[config.mk]
export PLATFORM = sky130hd
export DESIGN_NAME = locked_prio_irq_ctrl
export DESIGN_NICKNAME = d
export VERILOG_FILES = /design/src/rtl/locked_prio_irq_ctrl.sv
export SDC_FILE = /design/constraint.sdc
export NUM_CORES = 1
export LEC_CHECK = 0
export ABC_AREA = 1
export CAP_MARGIN = 25
export CORE_MARGIN = 5
export CORE_UTILIZATION = 40
export CTS_BUF_LIST = sky130_fd_sc_hd__clkbuf_8 sky130_fd_sc_hd__clkbuf_16
export DETAILED_ROUTE_END_ITERATION = 12
export GPL_ROUTABILITY_DRIVEN = 0
export MAX_ROUTING_LAYER = met4
export PLACE_DENSITY = 0.65
export SYNTH_ARGS = -nofsm -noshare
export SYNTH_HDL_FRONTEND = slang
export SYNTH_SLANG_ARGS = --single-unit
[constraint.sdc]
create_clock -name clk -period 2.4 [get_ports clk]
set_input_delay 0.72 -clock clk [delete_from_list [all_inputs] [get_ports clk]]
set_output_delay 0.72 -clock clk [all_outputs]
set_load 0.01 [all_outputs]
[src/rtl/locked_prio_irq_ctrl.sv]
// locked_prio_irq_ctrl: key-locked multi-bus priority interrupt controller.
// Optional macro LOCKED_IRQ_STICKY_REQ_EN holds requests pending until granted.
module locked_prio_irq_ctrl #(
    parameter int NUM_BUSES = 3,
    parameter int BUS_WIDTH = 9,
    parameter int KEY_WIDTH = 32,
    parameter logic [KEY_WIDTH-1:0] KEY_PATTERN = 32'hA5C3_0F96,
    localparam int CW = ($clog2(BUS_WIDTH) > 1) ? $clog2(BUS_WIDTH) : 1
) (
    input  logic                           clk,
    input  logic                           rst,
    input  logic                           key_load,
    input  logic                           key_sdi,
    input  logic [NUM_BUSES*BUS_WIDTH-1:0] req,
    input  logic [BUS_WIDTH-1:0]           chan_en,
    input  logic                           grant_ack,
    output logic                           key_ready,
    output logic                           grant_valid,
    output logic [NUM_BUSES-1:0]           grant_bus,
    output logic [CW-1:0]                  grant_chan
);

    localparam int N    = NUM_BUSES * BUS_WIDTH;
    localparam int CNTW = $clog2(KEY_WIDTH + 1);

    typedef enum logic [1:0] {
        S_LOCKED,
        S_LOAD,
        S_IDLE,
        S_HOLD
    } state_t;

    state_t              state;
    state_t              state_nx;
    logic [KEY_WIDTH-1:0] key;
    logic [CNTW-1:0]     cnt;
    logic [CNTW-1:0]     cnt_nx;
    logic                shift;
    logic                enter_load;
    logic                load_grant;
    logic                clr_valid;
    logic [N-1:0]        r;
    logic [N-1:0]        cand;
    logic                hit;
    logic [NUM_BUSES-1:0] win_bus;
    logic [CW-1:0]       win_idx;
    logic [CW-1:0]       chan_enc;

    // Key gates on the request nets: transparent only when key == KEY_PATTERN.
    for (genvar j = 0; j < N; j++) begin : g_req
        assign r[j] = (req[j] & chan_en[j % BUS_WIDTH])
                    ^ key[j % KEY_WIDTH] ^ KEY_PATTERN[j % KEY_WIDTH];
    end

    // Key gates on the grant encoding, taken from the top of the key.
    for (genvar c = 0; c < CW; c++) begin : g_chan
        assign chan_enc[c] = win_idx[c]
                           ^ key[KEY_WIDTH-1-(c % KEY_WIDTH)]
                           ^ KEY_PATTERN[KEY_WIDTH-1-(c % KEY_WIDTH)];
    end

`ifdef LOCKED_IRQ_STICKY_REQ_EN
    logic [N-1:0] pending;
    logic [N-1:0] win_mask;

    assign cand = pending | r;

    // Accumulate requests while running; drop the granted one on grant.
    always_ff @(posedge clk or posedge rst) begin
        if (rst) begin
            pending <= '0;
        end else if (enter_load) begin
            pending <= '0;
        end else if (key_ready) begin
            pending <= cand & ~(load_grant ? win_mask : '0);
        end
    end
`else
    assign cand = r;
`endif

    // Fixed priority: lowest flat index wins (bus 0 first, then channel).
    always_comb begin
        hit     = 1'b0;
        win_bus = '0;
        win_idx = '0;
`ifdef LOCKED_IRQ_STICKY_REQ_EN
        win_mask = '0;
`endif
        for (int b = NUM_BUSES - 1; b >= 0; b--) begin
            for (int c = BUS_WIDTH - 1; c >= 0; c--) begin
                if (cand[b*BUS_WIDTH+c]) begin
                    hit        = 1'b1;
                    win_bus    = '0;
                    win_bus[b] = 1'b1;
                    win_idx    = CW'(c);
`ifdef LOCKED_IRQ_STICKY_REQ_EN
                    win_mask   = '0;
                    win_mask[b*BUS_WIDTH+c] = 1'b1;
`endif
                end
            end
        end
    end

    // Next-state and control decode; key_load has priority over grant_ack.
    always_comb begin
        state_nx   = state;
        cnt_nx     = cnt;
        shift      = 1'b0;
        enter_load = 1'b0;
        load_grant = 1'b0;
        clr_valid  = 1'b0;
        unique case (state)
            S_LOCKED: begin
                if (key_load) begin
                    state_nx   = S_LOAD;
                    shift      = 1'b1;
                    enter_load = 1'b1;
                    cnt_nx     = CNTW'(1);
                end
            end
            S_LOAD: begin
                if (key_load) begin
                    shift = 1'b1;
                    if (cnt != CNTW'(KEY_WIDTH)) cnt_nx = cnt + CNTW'(1);
                end else if (cnt == CNTW'(KEY_WIDTH)) begin
                    state_nx = S_IDLE;
                end else begin
                    state_nx = S_LOCKED;
                    cnt_nx   = '0;
                end
            end
            S_IDLE, S_HOLD: begin
                if (key_load) begin
                    state_nx   = S_LOAD;
                    shift      = 1'b1;
                    enter_load = 1'b1;
                    clr_valid  = 1'b1;
                    cnt_nx     = CNTW'(1);
                end else if (state == S_IDLE) begin
                    if (hit) begin
                        load_grant = 1'b1;
                        state_nx   = S_HOLD;
                    end
                end else if (grant_ack) begin
                    clr_valid = 1'b1;
                    state_nx  = S_IDLE;
                end
            end
            default: state_nx = S_LOCKED;
        endcase
    end

    // State register.
    always_ff @(posedge clk or posedge rst) begin
        if (rst) state <= S_LOCKED;
        else     state <= state_nx;
    end

    // Key shifter, bit counter and registered grant outputs.
    always_ff @(posedge clk or posedge rst) begin
        if (rst) begin
            key         <= '0;
            cnt         <= '0;
            grant_valid <= 1'b0;
            grant_bus   <= '0;
            grant_chan  <= '0;
        end else begin
            cnt <= cnt_nx;
            if (shift) key <= {key_sdi, key[KEY_WIDTH-1:1]};
            if (load_grant) begin
                grant_valid <= 1'b1;
                grant_bus   <= win_bus;
                grant_chan  <= chan_enc;
            end else if (clr_valid) begin
                grant_valid <= 1'b0;
            end
        end
    end

    assign key_ready = (state == S_IDLE) || (state == S_HOLD);

endmodule

; Word-level counts from Yosys, hierarchy flattened
; Index checks and enable logic that the tools add are counted.
[word_totals]
wordCells = 193
regBits = 48
output_inout_bits = 9
[op_classes]
add_sub_neg = 1
n_eq_ne = 12
bitwise = 60
muxes = 106
n_reduce_logical = 8
[op_table]
columns = op, n
row1 = 4-bit 2-to-1 mux, 27
row2 = 3-bit 2-to-1 mux, 27
row3 = 1-bit 2-to-1 mux, 39
row4 = 1-bit bitwise XOR, 31
row5 = 1-bit bitwise AND, 27
row6 = 6-bit 2-to-1 mux, 4
row7 = 2-bit 2-to-1 mux, 7
row8 = 6-bit case mux with 2 select lines, 1
row9 = 4-bit != test (second input constant), 2
row10 = 6-bit by 1-bit adder with 6-bit output (second input constant), 1
row11 = 6-bit == test (second input constant), 1
row12 = 3-bit != test (second input constant), 2
row13 = 6-bit != test (second input constant), 1
row14 = 2-bit case mux with 3 select lines, 1
row15 = 2-bit == test (second input constant), 2
row16 = 2-bit != test (second input constant), 2
row17 = 4-bit AND reduction, 1
row18 = 4-bit OR reduction, 1
row19 = 3-bit AND reduction, 1
row20 = 3-bit OR reduction, 1
row21 = 2-bit by 1-bit == test with 1-bit output (second input constant), 1
row22 = 2-bit zero test, 1
row23 = 2-bit by 1-bit != test with 1-bit output (second input constant), 1
row24 = 1-bit NOT, 2
row25 = 3 further kinds, 3

; Depth between registers and ports, before layout
[logic_depth]
ltp_word = 34
mapped_depth = 30
ltp_nobuf = 30

; Worst setup path before layout
; OpenSTA, ideal clock, no wires.
[synth_path]
kind = input-to-reg
startpoint = in req[21]
endpoint = reg grant_chan[0]
n_path_buf = 0
path_slack_ns = 0.174
arrival_ns = 2.109
cell_stages = 25
setup_ns = 0.117
t_required_ns = 2.283
cell_sequence = nand2_1 xor2_1 bufinv_8 nand2_1 nand2_1 nand2_1 nand2_1 nand2_1 nand2_1 nand2_1 nand2_1 nand2_1 nand2_1 nand2_1 nand2_1 nand2_1 nand2_1 nand2_1 nand2_1 nand2_1 nand2_1 nand2_1 nand3_1 nand3_1 nand2_1
[synth_via]
elab_chain_cells = 28
elab_cells_between_ends = 52
[synth_lines]
columns = element, line
row1 = start: declaration, 14  ; input logic [NUM_BUSES*BUS_WIDTH-1:0] req,
row2 = 1-bit bitwise AND (*), 51  ; assign r[j] = (req[j] & chan_en[j % BUS_WIDTH])
row3 = 1-bit bitwise XOR (*), 52  ; ^ key[j % KEY_WIDTH] ^ KEY_PATTERN[j % KEY_WIDTH];
row4 = 1-bit 2-to-1 mux (22 in series), 92  ; if (cand[b*BUS_WIDTH+c]) begin
row5 = 1-bit 2-to-1 mux, 142  ; if (hit) begin
row6 = 1-bit 2-to-1 mux, 141  ; end else if (state == S_IDLE) begin
row7 = 1-bit 2-to-1 mux, 135  ; if (key_load) begin
row8 = 1-bit 2-to-1 mux, 114  ; unique case (state)
row9 = end signal: assignment, 175  ; grant_chan <= chan_enc;
row10 = end: declaration, 20  ; output logic [CW-1:0] grant_chan
; Mark *: on every way between the ends. The rest lies on a longest branch, timed or not.
; A chain may end at the register's enable or synchronous reset.

; Worst setup path in the final report
[layout_path]
startpoint = in req[11]
endpoint = reg grant_chan[1]
[layout_via]
elab_chain_cells = 18
elab_cells_between_ends = 31
[layout_lines]
columns = element, line
row1 = 1-bit bitwise AND (*), 51
row2 = 1-bit bitwise XOR (*), 52
row3 = 1-bit 2-to-1 mux (12 in series), 92
row4 = 1-bit 2-to-1 mux, 142
row5 = 1-bit 2-to-1 mux, 141
row6 = 1-bit 2-to-1 mux, 135
row7 = 1-bit 2-to-1 mux, 114
; Marks and branches as above.

==> metrics <==
status finished clean; I/O Pins 50; DIE AREA 8560 um^2; Post-Place Cells 510; routed vias 2457; met3 WL post-DR 249 um; post-route ant nets 0; Worst IR Drop VDD 0.0002568 V; gr usage total 0.1619; Max Fanout on Critical Path 2; commonest cells after routing, fill and taps aside 103 x nand2_1, 48 x dfrtp_1, 39 x buf_4; cell count after synthesis 353; Setup TNS Final 0 ns; initial antenna violation count 0; met1 wire length 3128 um; cts bufs inserted 5; filler cell count 641; worst hold path class flip-flop to flip-flop; CP max stage cell clkdlybuf4s50_1; Final Max Slew Viols 0; Crit. End Element flip-flop; CP Data Required Time 2.60 ns; highest routed layer met4; Highest Clock Rate 0.4493 GHz; P_sw 733.2 uW; Slew HR 0.7482; Comb pwr share 0.329; fraction of layout cells with a size suffix above 1 0.2460; Overflow after GRT 0; fin util 0.5661; Clock Skew 0.008469 ns; Final Hold Fails 0; worst slew pin tran 0.3764 ns; Final Non-Filler Cells 523; port bufs 49; CP delay by family, top buffers and inverters; worst path bufs/invs 3; Worst path most repeated cell nor2_1; Synth cell types 28; clock sink count 48; crit path time final 2.226 ns; Worst-path clk slew 0.08 ns; internal power 1.474 mW; initial core utilization 0.4054; Place WS -0.4871 ns; die height 92.52 um; async set-or-reset flop fraction in the synthesized netlist 1.000; # rows 30; diode count 0; pin count of the biggest net entering global routing 49; Core Box Area 6719 um^2; vias in the first global route 2359; Top FF cell, synth dfrtp_1; slowest cell delay on critical path 0.45 ns; Die W 92.52 um; Final Power 2.207 mW; crit path kind primary input to flip-flop; post-DP HPWL 4976 um; WL/cell 12.65 um; sequential power share 0.455; syn avg cell area 7.716 um^2; most common cell after layout, fill and taps aside nand2_1; DRC 0; Critical Path AT 2.42 ns; later-pin clock latency in the skew report 0.31 ns; Post-synth EDFFs 0; WL met2 3135 um; Mapped Nets 396; Ys Warns 0; clock network fraction of total power 0.215; first-pass GRT wire length 10660 um; DRT Wirelength 6617 um; sequential area share after synthesis 0.4410; Tcrit/Tclk final 0.9274; Syn-to-layout area delta 39.64%; Max-Cap Viols 0; CP Cell Sequence clkdlybuf4s50_1 -> nand2_1 -> xor2_1 -> inv_2 -> nand2_1 -> buf_4 -> o21bai_1 -> a31oi_1 -> nor2_1 -> nor2_1 -> nor2_1 -> xnor2_1 -> o21ai_1; synthesized cell area 2724 um^2; crit path launch type primary input; setup slack after layout 0.1744 ns; Max clock buf depth 2; CTS tree built; switching share of power 0.3322; initial DRC count 77; layout net count 485; Pwr Density 580.3 nW/um^2; final setup fails 0; clock root cell clkbuf_8; drt first pass iters 4; cell leakage power 1.873 nW; flops & latches, synth 48; H-tree depth 2; Vias/cell 4.698
per-layer routing:
metal  up-vias  GRT usage
met1      1140     0.2081
met5         -          -
li1       1272          -
met3         6    0.03249
met2        39     0.2520
met4         0    0.06312
metrics by stage:
step           instance area, um^2  hold slack, ns
4_1_cts                       3690          0.4850
3_3_place_gp                  3567          0.4587
6_report                      3804          0.4761
2_1_floorplan                 2724          0.4530
5_1_grt                       3804          0.4953
3_5_place_dp                  3567          0.4635
power groups by stage:
stage	Combinational [mW]	Sequential (mW)	Clock, mW
final	0.727	1.01	0.475
after global routing	0.816	1.02	0.521
after CTS	0.684	1.00	0.489
after detailed placement	0.680	1.01	0
after global placement	0.669	1.01	0
after floorplan	0.388	0.997	0
layout make-up:
| class | count | area, um^2 | share of cell area |
|---|---|---|---|
| multi-input cells | 247 | 1423 | 0.3740 |
| clock buffers | 5 | 68.82 | 0.01809 |
| clock inverters | 3 | 16.27 | 0.004276 |
| repair buffers | 89 | 785.8 | 0.2066 |
| repair inverters | 1 | 7.507 | 0.001974 |
| inverters | 50 | 201.4 | 0.05296 |
| flip-flops and latches | 48 | 1201 | 0.3158 |
| well taps | 80 | 100.1 | 0.02632 |
logic make-up after synthesis:
| kind of cell | after synthesis | synth area share |
|---|---|---|
| AO/OA/AOI/OAI | 57 | 0.1176 |
| XOR/XNOR | 28 | 0.1107 |
| adder cells (fa/ha/maj) | 2 | 0.009185 |
| buffers and inverters | 58 | 0.08498 |
| flip-flops | 48 | 0.4410 |
| AND/OR/NAND/NOR | 160 | 0.2366 |
repair_timing:
action                     CTS  global route
pin swaps                   10            40
cloned                       1             0
resized for setup           27            62
buffers inserted             1             4
hold buffers                 0             0
setup endpoints to repair    7             8
tightest hold or removal path: cells and delay by family (launching register included):
family / cells / cell delay (ns)
simple gates: 2 / 0.09
flops: 1 / 0.35
cells in the mapped netlist (3+ instances only):
master    number  area share
xor2_1        21       0.068
inv_1         40       0.055
nand3_1        8       0.015
o21ai_1        3      0.0055
nor2_1        23       0.032
a21oi_1        5      0.0092
o21ai_0       38       0.070
xor2_2         5       0.030
nor3_1         4      0.0073
nand2_1      119        0.16
clkbuf_1       8       0.011
dfrtp_1       48        0.44
inv_2          9       0.012
final timing paths:
path | start | to | slack, ns | cells after the start
max in group asynchronous | rst | key[8] | 1.42 | 3
worst max register to register | key[24] | grant_chan[0] | 0.24 | 30
worst min-delay path | grant_bus[2] | grant_bus[2] | 0.48 | 2
worst max-delay path | req[11] | grant_chan[1] | 0.17 | 13
worst min register to register | grant_bus[2] | grant_bus[2] | 0.48 | 2
min in group asynchronous | rst | key[17] | 0.76 | 3
registers in the layout (all words and copies together), names as in the netlist:
signal / count
grant_chan: 4
key: 32
state: 2
cnt: 6
grant_bus: 3
grant_valid: 1
Note: power is estimated with default switching activity, not from simulation.
